## config.mk

```make
export PLATFORM = sky130hd
export DESIGN_NAME = channel_rr_arbiter
export DESIGN_NICKNAME = d
export VERILOG_FILES = /design/src/rtl/channel_rr_arbiter.sv
export SDC_FILE = /design/constraint.sdc
export NUM_CORES = 1
export LEC_CHECK = 0
export ABC_AREA = 1
export BUFFER_PORTS_ARGS = -buffer_cell sky130_fd_sc_hd__buf_2
export CORE_MARGIN = 2
export CORE_UTILIZATION = 45
export DETAILED_ROUTE_END_ITERATION = 12
export GPL_ROUTABILITY_DRIVEN = 0
export GPL_TIMING_DRIVEN = 0
export PLACE_DENSITY = 0.77
export RECOVER_POWER = 100
export REMOVE_ABC_BUFFERS = 1
export SETUP_SLACK_MARGIN = 0.4
export SLEW_MARGIN = 20
export SYNTH_ARGS = -nofsm -noshare
export SYNTH_HDL_FRONTEND = slang
export SYNTH_SLANG_ARGS = --single-unit
```

## constraint.sdc

```tcl
create_clock -name clk -period 4.2 [get_ports clk]
set_input_delay 0.42 -clock clk [delete_from_list [all_inputs] [get_ports clk]]
set_output_delay 0.42 -clock clk [all_outputs]
set_load 0.01 [all_outputs]
```

## src/rtl/channel_rr_arbiter.sv

```systemverilog
// M-way round-robin arbiter with burst locking: shares one valid/ack output
// channel among M requesters, holding a grant for up to MaxBurst transfers.
module channel_rr_arbiter #(
    parameter int N        = 8,
    parameter int M        = 4,
    parameter int MaxBurst = 4,
    parameter int SelW     = $clog2(M)
) (
    input  logic              clk,
    input  logic              reset,
    input  logic [M*N-1:0]    in_d,
    input  logic [M-1:0]      in_v,
    output logic [M-1:0]      in_a,
    input  logic [M-1:0]      en,
    output logic [N-1:0]      out_d,
    output logic              out_v,
    input  logic              out_a,
    output logic [SelW-1:0]   sel,
    output logic              locked
);

    localparam int CntW = $clog2(MaxBurst + 1);

    logic [SelW-1:0] ptr_q, ptr_d;
    logic [SelW-1:0] g_q, g_d;
    logic [SelW-1:0] sel_q;
    logic [CntW-1:0] cnt_q, cnt_d;
    logic            locked_q, locked_d;

    logic [M-1:0]    req_s;
    logic            hold_s;
    logic [SelW-1:0] pick_s;
    logic            found_s;
    logic [SelW-1:0] sel_s;
    logic            xfer_s;

    // Increment an index modulo M so non-power-of-2 M never yields index >= M.
    function automatic logic [SelW-1:0] wrap_inc(input logic [SelW-1:0] x);
        return (x == SelW'(M - 1)) ? '0 : x + SelW'(1);
    endfunction

    assign req_s  = in_v & en;
    assign hold_s = locked_q & req_s[g_q];

    // Round-robin scan starting at ptr; first requester found wins.
    always_comb begin
        logic [SelW:0] idx_v;
        pick_s  = sel_q;
        found_s = 1'b0;
        for (int k = 0; k < M; k++) begin
            idx_v = {1'b0, ptr_q} + (SelW+1)'(k);
            idx_v = (idx_v >= (SelW+1)'(M)) ? idx_v - (SelW+1)'(M) : idx_v;
            if (!found_s && req_s[idx_v[SelW-1:0]]) begin
                found_s = 1'b1;
                pick_s  = idx_v[SelW-1:0];
            end else begin
                found_s = found_s;
            end
        end
    end

    // A held burst overrides the scan; with no request, sel keeps its last value.
    assign sel_s  = hold_s ? g_q : (found_s ? pick_s : sel_q);
    assign out_v  = ~reset & (|req_s);
    assign xfer_s = out_v & out_a;
    assign in_a   = xfer_s ? (M'(1) << sel_s) : '0;
    assign out_d  = in_d[sel_s*N +: N];
    assign sel    = sel_s;
    assign locked = locked_q;

    // Burst/round-robin next-state; a new-grant transfer beats a lock break.
    always_comb begin
        ptr_d    = ptr_q;
        g_d      = g_q;
        cnt_d    = cnt_q;
        locked_d = locked_q;
        if (hold_s) begin
            if (xfer_s && (cnt_q == CntW'(MaxBurst - 1))) begin
                locked_d = 1'b0;
                cnt_d    = '0;
                ptr_d    = wrap_inc(g_q);
            end else if (xfer_s) begin
                cnt_d    = cnt_q + CntW'(1);
            end else begin
                cnt_d    = cnt_q;
            end
        end else if (xfer_s) begin
            if (MaxBurst > 1) begin
                g_d      = sel_s;
                cnt_d    = CntW'(1);
                locked_d = 1'b1;
            end else begin
                locked_d = 1'b0;
                cnt_d    = '0;
                ptr_d    = wrap_inc(sel_s);
            end
        end else if (locked_q) begin
            locked_d = 1'b0;
            cnt_d    = '0;
            ptr_d    = wrap_inc(g_q);
        end else begin
            locked_d = locked_q;
        end
    end

    // State registers with asynchronous active-high clear.
    always_ff @(posedge clk or posedge reset) begin
        if (reset) begin
            ptr_q    <= '0;
            g_q      <= '0;
            sel_q    <= '0;
            cnt_q    <= '0;
            locked_q <= 1'b0;
        end else begin
            ptr_q    <= ptr_d;
            g_q      <= g_d;
            sel_q    <= sel_s;
            cnt_q    <= cnt_d;
            locked_q <= locked_d;
        end
    end

endmodule

```

==> results of run 1 <==
[report_power, final]
part           switching (W)  total [W]  internal [W]
logic               0.000782    0.00117      0.000385
registers          0.0000440   0.000177      0.000133
clock network      0.0000352  0.0000879     0.0000527
total               0.000861    0.00143      0.000571
[area by class of cell]
class	instances	share of cell area, %
well taps	31	2.42
multi-input cells	186	54.5
repair buffers	58	17.3
inverters	34	7.97
clock buffers	4	2.27
flip-flops and latches	10	15.6
[state kept, by name, summed over array words and instances, names as in the netlist]
register,cells
g_q,2
locked,1
ptr_q,2
cnt_q,3
sel_q,2
[cells by family after synthesis]
| family | Yosys count |
|---|---|
| and+or+nand+nor | 170 |
| buffers and inverters | 41 |
| AOI/OAI and AO/OA | 14 |
| DFF | 10 |
| adders and majority gates | 2 |
[path summary, 6_finish.rpt]
kind	cells past startpoint	start	slack, ns	endpoint
worst max-delay path	13	ptr_q[0]$_DFFE_PP0P_	0.67	in_a[0]
worst min-delay path	2	reset	0.13	cnt_q[2]$_DFFE_PP0P_
worst max register to register	11	ptr_q[0]$_DFFE_PP0P_	1.51	sel_q[1]$_DFF_PP0_
worst min register to register	2	cnt_q[1]$_DFFE_PP0P_	0.50	cnt_q[1]$_DFFE_PP0P_
max in group asynchronous	2	reset	3.79	g_q[1]$_DFFE_PP0P_
min in group clk	2	cnt_q[1]$_DFFE_PP0P_	0.50	cnt_q[1]$_DFFE_PP0P_
[placed cells by master, fill, tap and decap left out, drive strengths merged, types with 2 or more instances in the layout]
master	count
nand2	97
nand3	60
buf	47
inv	34
clkbuf	15
dfrtp	10
nor2	8
o21ai	6
a21oi	5
nor3	2
ha	2
[per-layer routing]
| layer | share of wire [%] | GRT usage, % | wire, µm |
|---|---|---|---|
| met1 | 44 | 26.7 | 1460 |
| met2 | 51 | 36.4 | 1720 |
| met3 | 4.6 | 1.98 | 156 |
| met4 | 0.51 | 2.99 | 17 |
| met5 | 0 | 0 | 0 |
[repair_timing]
item,4_1_cts,5_1_grt
hold endpoints to repair,0,0
resized for setup,0,1
hold buffers,0,0
endpoints found under the setup margin,0,6
[per-stage QoR]
stage | total power (W) | std cells | util (%)
detailed placement | 0.00141 | 319 | 57.5
floorplan | 0.00107 | 230 | -
finish | 0.00143 | 323 | 57.6
global route | 0.00162 | 323 | 57.6
CTS | 0.00151 | 323 | 58.8
global placement | 0.00141 | 319 | 57.5
==> results_dict.tcl, run 1 <==
set metrics [dict create \
    outcome "completed" \
    synth_fa_ha_area_share_pct 1.88 \
    slew_headroom_pct 61.9 \
    hold_ws_ns 0.132 \
    wire_per_inst_um 10.4 \
    drt_pre_antenna_iters 4 \
    path_max_fanout 15 \
    seq_area_um2 250 \
    io-pin-count 59 \
    grt_max_degree 19 \
    min_period_over_period_pct 84.0 \
    period_needed_ns 3.53 \
    port_buffers 58 \
    worstMarginPinSlew_ns 0.565 \
    cts_max_level 1 \
    cts_made_buffers 3 \
    max_freq_mhz 283 \
    synth_edf_count 0 \
    worstPathArrival_ns 3.11 \
    cap_viol_max_count 0 \
    setup_viol 0 \
    start_util_pct 47.8 \
    peakVddDrop_mv 0.640 \
    slowest_delay_ns 0.63 \
    leakage_nw 0.997 \
    yosysUniqueCellTypes 26 \
    power_density_nw_per_um2 894 \
    grt_antenna_before_repair 0 \
    clockBufferDepth 2 \
    synth.yosys.seq_area_share_pct 18.8 \
    place_hpwl_um 2670 \
    start_kind "register" \
    path_common_cell "nand2_1" \
    initialDrtViolationCount 90 \
    nets 338 \
    end_kind "output pin" \
    root_buffer "clkbuf_4" \
    synth_warnings 0 \
    die_h_um 58.4 \
    synthDominantCellAreaShare_pct 24.6 \
    synth_area_per_cell_um2 5.61 \
    setup-tns-final_ns 0 \
    ys_top_cells_by_area "nand2_1 (25%), nand3_1 (22%), dfrtp_1 (19%)" \
    drc_errors 0 \
    syn_inst 237 \
    yosys.area_share.xor_xnor_pct 0 \
    synth_ff_type "dfrtp_1" \
    synth-simple-area-share_pct 59.3 \
    tritoncts "done" \
    core_um2 2780 \
    dieArea_um2 3410 \
    slowest_stage "dfrtp_1" \
    dr_total_vias 1653 \
    grt_overflow 0 \
    multi_input_area_um2 872 \
    path_clk_slew_ns 0.07 \
    finalHoldViolCount 0 \
    critPathRequiredTime_ns 3.78 \
    synthTopCellsByCount "nand2_1 (87), nand3_1 (58), inv_1 (30)" \
    netlist_area_um2 1330 \
    drv_slew 0 \
    grt_pass1_wl_um 5620 \
    drt-total-wl_um 3360 \
    vias_per_cell 5.12 \
    synth-async-reset-ratio_pct 100 \
    pre_cts_slack_ns 0.963 \
    clk_latency_ns 0.27 \
    design_area_um2 1600 \
    ys_seq_elements 10 \
    drive_above_1_share_pct 22.3 \
    num_antenna_cells 0 \
    areaGrowthSynthToFinish_pct 20.4 \
    die_x_um 58.4 \
    num-fill-cells 305 \
    min_path_type "input port to async pin" \
    yosys.area.top_type "nand2_1" \
    cp_cell_sequence "inv_1 -> nand2_1 -> nand2_1 -> nand2_1 -> nand2_1 -> nand2_1 -> inv_1 -> nand3_1 -> nand3_1 -> o21ai_2 -> inv_1 -> nor3_1 -> buf_2" \
    grt_pass1_vias 1421 \
    cts_setup_buffers 0 \
    synth_compound_area_share_pct 6.02 \
    cp_num_buf_inv 4 \
    grtUsageTotal_pct 20.2 \
    ant_nets 0 \
    synthMuxAreaShare_pct 0 \
    synth_top_family_by_area "simple AND/OR/NAND/NOR gates" \
    finClkSkew_ns 0.00437 \
    post-synth-top-count-cell "nand2_1" \
    cp_top_family "simple AND/OR/NAND/NOR gates" \
    layout_setup_ws_ns 0.670 \
    worstSetupPathType "register to output pin" \
    cts_num_sinks 10 \
    rows 19 \
    dpl_cell_area_um2 1600 \
    rsz0062_at_grt "false" \
]
No activity file was read; power rests on OpenSTA's default activity.
==> run 2: changes to the inputs <==
- CORE_UTILIZATION: 45 -> 43
- clock period: 4.2 -> 2.95 ns (I/O delays scaled with it)
==> run 2 against run 1 <==
  * The run now ends with negative hold slack left
  * Global-route usage up 5.0 points
  * Hold slack worse by 0.14 ns
  * Critical path depth grew 2
  * Register-to-register slack worse by 0.56 ns
  * Wire length up 42%
  * Utilization is 14 points higher
  * Critical endpoint is now out_d[0]
  * Largest power group unchanged
==> results_dict.tcl, run 2 (same netlist as run 1, synthesis figures left out) <==
set metrics [dict create \
    drc_errors 0 \
    areaGrowthSynthToFinish_pct 62.7 \
    drive_above_1_share_pct 45.1 \
    dp_cells 321 \
    grt_pass1_wl_um 7050 \
    worstMarginPinSlew_ns 0.548 \
    setup-tns-final_ns 0 \
    min_path_type "input port to async pin" \
    period_needed_ns 2.71 \
    core_um2 3000 \
    rows 20 \
    initialDrtViolationCount 130 \
    end_kind "output pin" \
    die_h_um 59.6 \
    clk_latency_ns 0.28 \
    p_switching_w 0.00177 \
    layout_setup_ws_ns 0.236 \
    final_cell_mix "nand2_1 (68), buf_2 (51), nand3_1 (42), inv_1 (29), nand2_2 (18)" \
    root_buffer "clkbuf_4" \
    pwr-share-comb_pct 88.2 \
    cts_made_buffers 3 \
    nets 365 \
    finClkSkew_ns 0.00424 \
    largest_register_ffs 3 \
    place_hpwl_um 2690 \
    dr_total_vias 1902 \
    vias_per_cell 5.40 \
    port_buffers 58 \
    design_area_um2 2160 \
    num_antenna_cells 0 \
    dpl_cell_area_um2 1600 \
    min_period_over_period_pct 92.0 \
    cts_max_level 1 \
    drv_slew 0 \
    start_kind "register" \
    io-pin-count 59 \
    final_cells 352 \
    pre_cts_slack_ns -0.204 \
    ant_nets 0 \
    cts_num_sinks 10 \
    regMostFlops "cnt_q" \
    leakage_nw 1.25 \
    cap_viol_max_count 0 \
    peakVddDrop_mv 0.841 \
    swShare_pct 53.5 \
    drt_pre_antenna_iters 4 \
    worstSetupPathType "register to output pin" \
    seqPwrFrac_pct 7.9 \
    path_clk_slew_ns 0.07 \
    tritoncts "done" \
    outcome "finished, violations left" \
    slew_headroom_pct 63.1 \
    worstPathArrival_ns 2.42 \
    rsz0062_at_grt "true" \
    finalHoldViolCount 10 \
    start_util_pct 44.3 \
    clockBufferDepth 2 \
    max_freq_mhz 368 \
    grt_antenna_before_repair 0 \
    cts_hold_buf 0 \
    clockPowerShare_pct 3.9 \
    power_density_nw_per_um2 1530 \
    die_x_um 59.6 \
    grt_pass1_vias 1656 \
    layout_commonest_cell "nand2_1" \
    grt_max_degree 19 \
    grtUsageTotal_pct 25.2 \
    setup_viol 0 \
    wire_per_inst_um 13.5 \
    critPathRequiredTime_ns 2.65 \
    path_max_fanout 6 \
    p_int_w 0.00154 \
    violations "negative hold slack" \
    dieArea_um2 3550 \
    drt-total-wl_um 4770 \
    grt_overflow 0 \
    hold_ws_ns -0.0114 \
]
==> run 2: cell types whose count changed in the layout (fill, tap and decap cells not counted), moves of 5 or more <==
cell	before	now
buf_6	0	8
nand2_1	91	68
nand3_1	58	42
nand2_2	6	18
buf_4	0	15
nand3_2	1	14
nand2_4	0	10
clkbuf_1	11	6
==> run 2: critical path: stages, from the launching register on <==
cell and delay [ns]:
dfrtp_2 0.49, buf_6 0.16, buf_6 0.10, nand3_2 0.05, nand3_2 0.07, nand2_1 0.14, nand2_4 0.11, nor2_4 0.05
buf_4 0.14, nand2_4 0.07, nand3_4 0.09, o21ai_4 0.22, buf_6 0.16, nand3_1 0.07, nand2_1 0.06, clkbuf_1 0.15
==> run 2: cell type report <==
type / count / area, µm²
repair inverters: 1 / 7.51
clock buffers: 4 / 36.3
inverters: 34 / 138
flip-flops and latches: 10 / 253
repair buffers: 83 / 543
well taps: 33 / 41.3
fillers: 239 / 840
multi-input cells: 187 / 1140
==> run 2: per-stage QoR <==
stage / utilization, % / power, W
floorplan: - / 0.00153
global placement: 53.4 / 0.00203
detailed placement: 53.4 / 0.00203
CTS: 66.9 / 0.00294
global route: 72.0 / 0.00356
finish: 72.0 / 0.00331
==> run 2: path summary, 6_finish.rpt <==
| check | from | endpoint | slack (ns) | depth (start not counted) |
|---|---|---|---|---|
| worst max-delay path | ptr_q[0]$_DFFE_PP0P_ | out_d[0] | 0.24 | 15 |
| worst min-delay path | reset | cnt_q[2]$_DFFE_PP0P_ | -0.01 | 2 |
| worst max register to register | g_q[0]$_DFFE_PP0P_ | ptr_q[1]$_DFFE_PP0P_ | 0.95 | 11 |
| worst min register to register | cnt_q[0]$_DFFE_PP0P_ | cnt_q[0]$_DFFE_PP0P_ | 0.52 | 2 |
| max in group asynchronous | reset | ptr_q[0]$_DFFE_PP0P_ | 2.66 | 2 |
| min in group clk | cnt_q[0]$_DFFE_PP0P_ | cnt_q[0]$_DFFE_PP0P_ | 0.52 | 2 |
==> run 2: what timing repair did <==
item / in CTS / in global routing
cloned: 3 / 0
buffers inserted: 17 / 7
pin swaps: 13 / 19
gates resized for setup: 47 / 29
setup endpoints to repair: 15 / 14
==> run 2: layer usage <==
metal	share of wire [%]	wire, µm	vias to the layer above	global-route usage, %
met4	2.7	130	0	9.21
li1	-	-	930	-
met2	50	2390	81	42.1
met5	0	0	-	0
met3	6.0	284	17	4.59
met1	41	1970	874	32.4
==> run 2: power groups by stage <==
stage / clock [W] / sequential, W / combinational, W
floorplan: 0 / 0.000241 / 0.00129
global placement: 0 / 0.000255 / 0.00177
detailed placement: 0 / 0.000255 / 0.00178
CTS: 0.000128 / 0.000257 / 0.00256
global route: 0.000132 / 0.000270 / 0.00316
finish: 0.000131 / 0.000261 / 0.00292
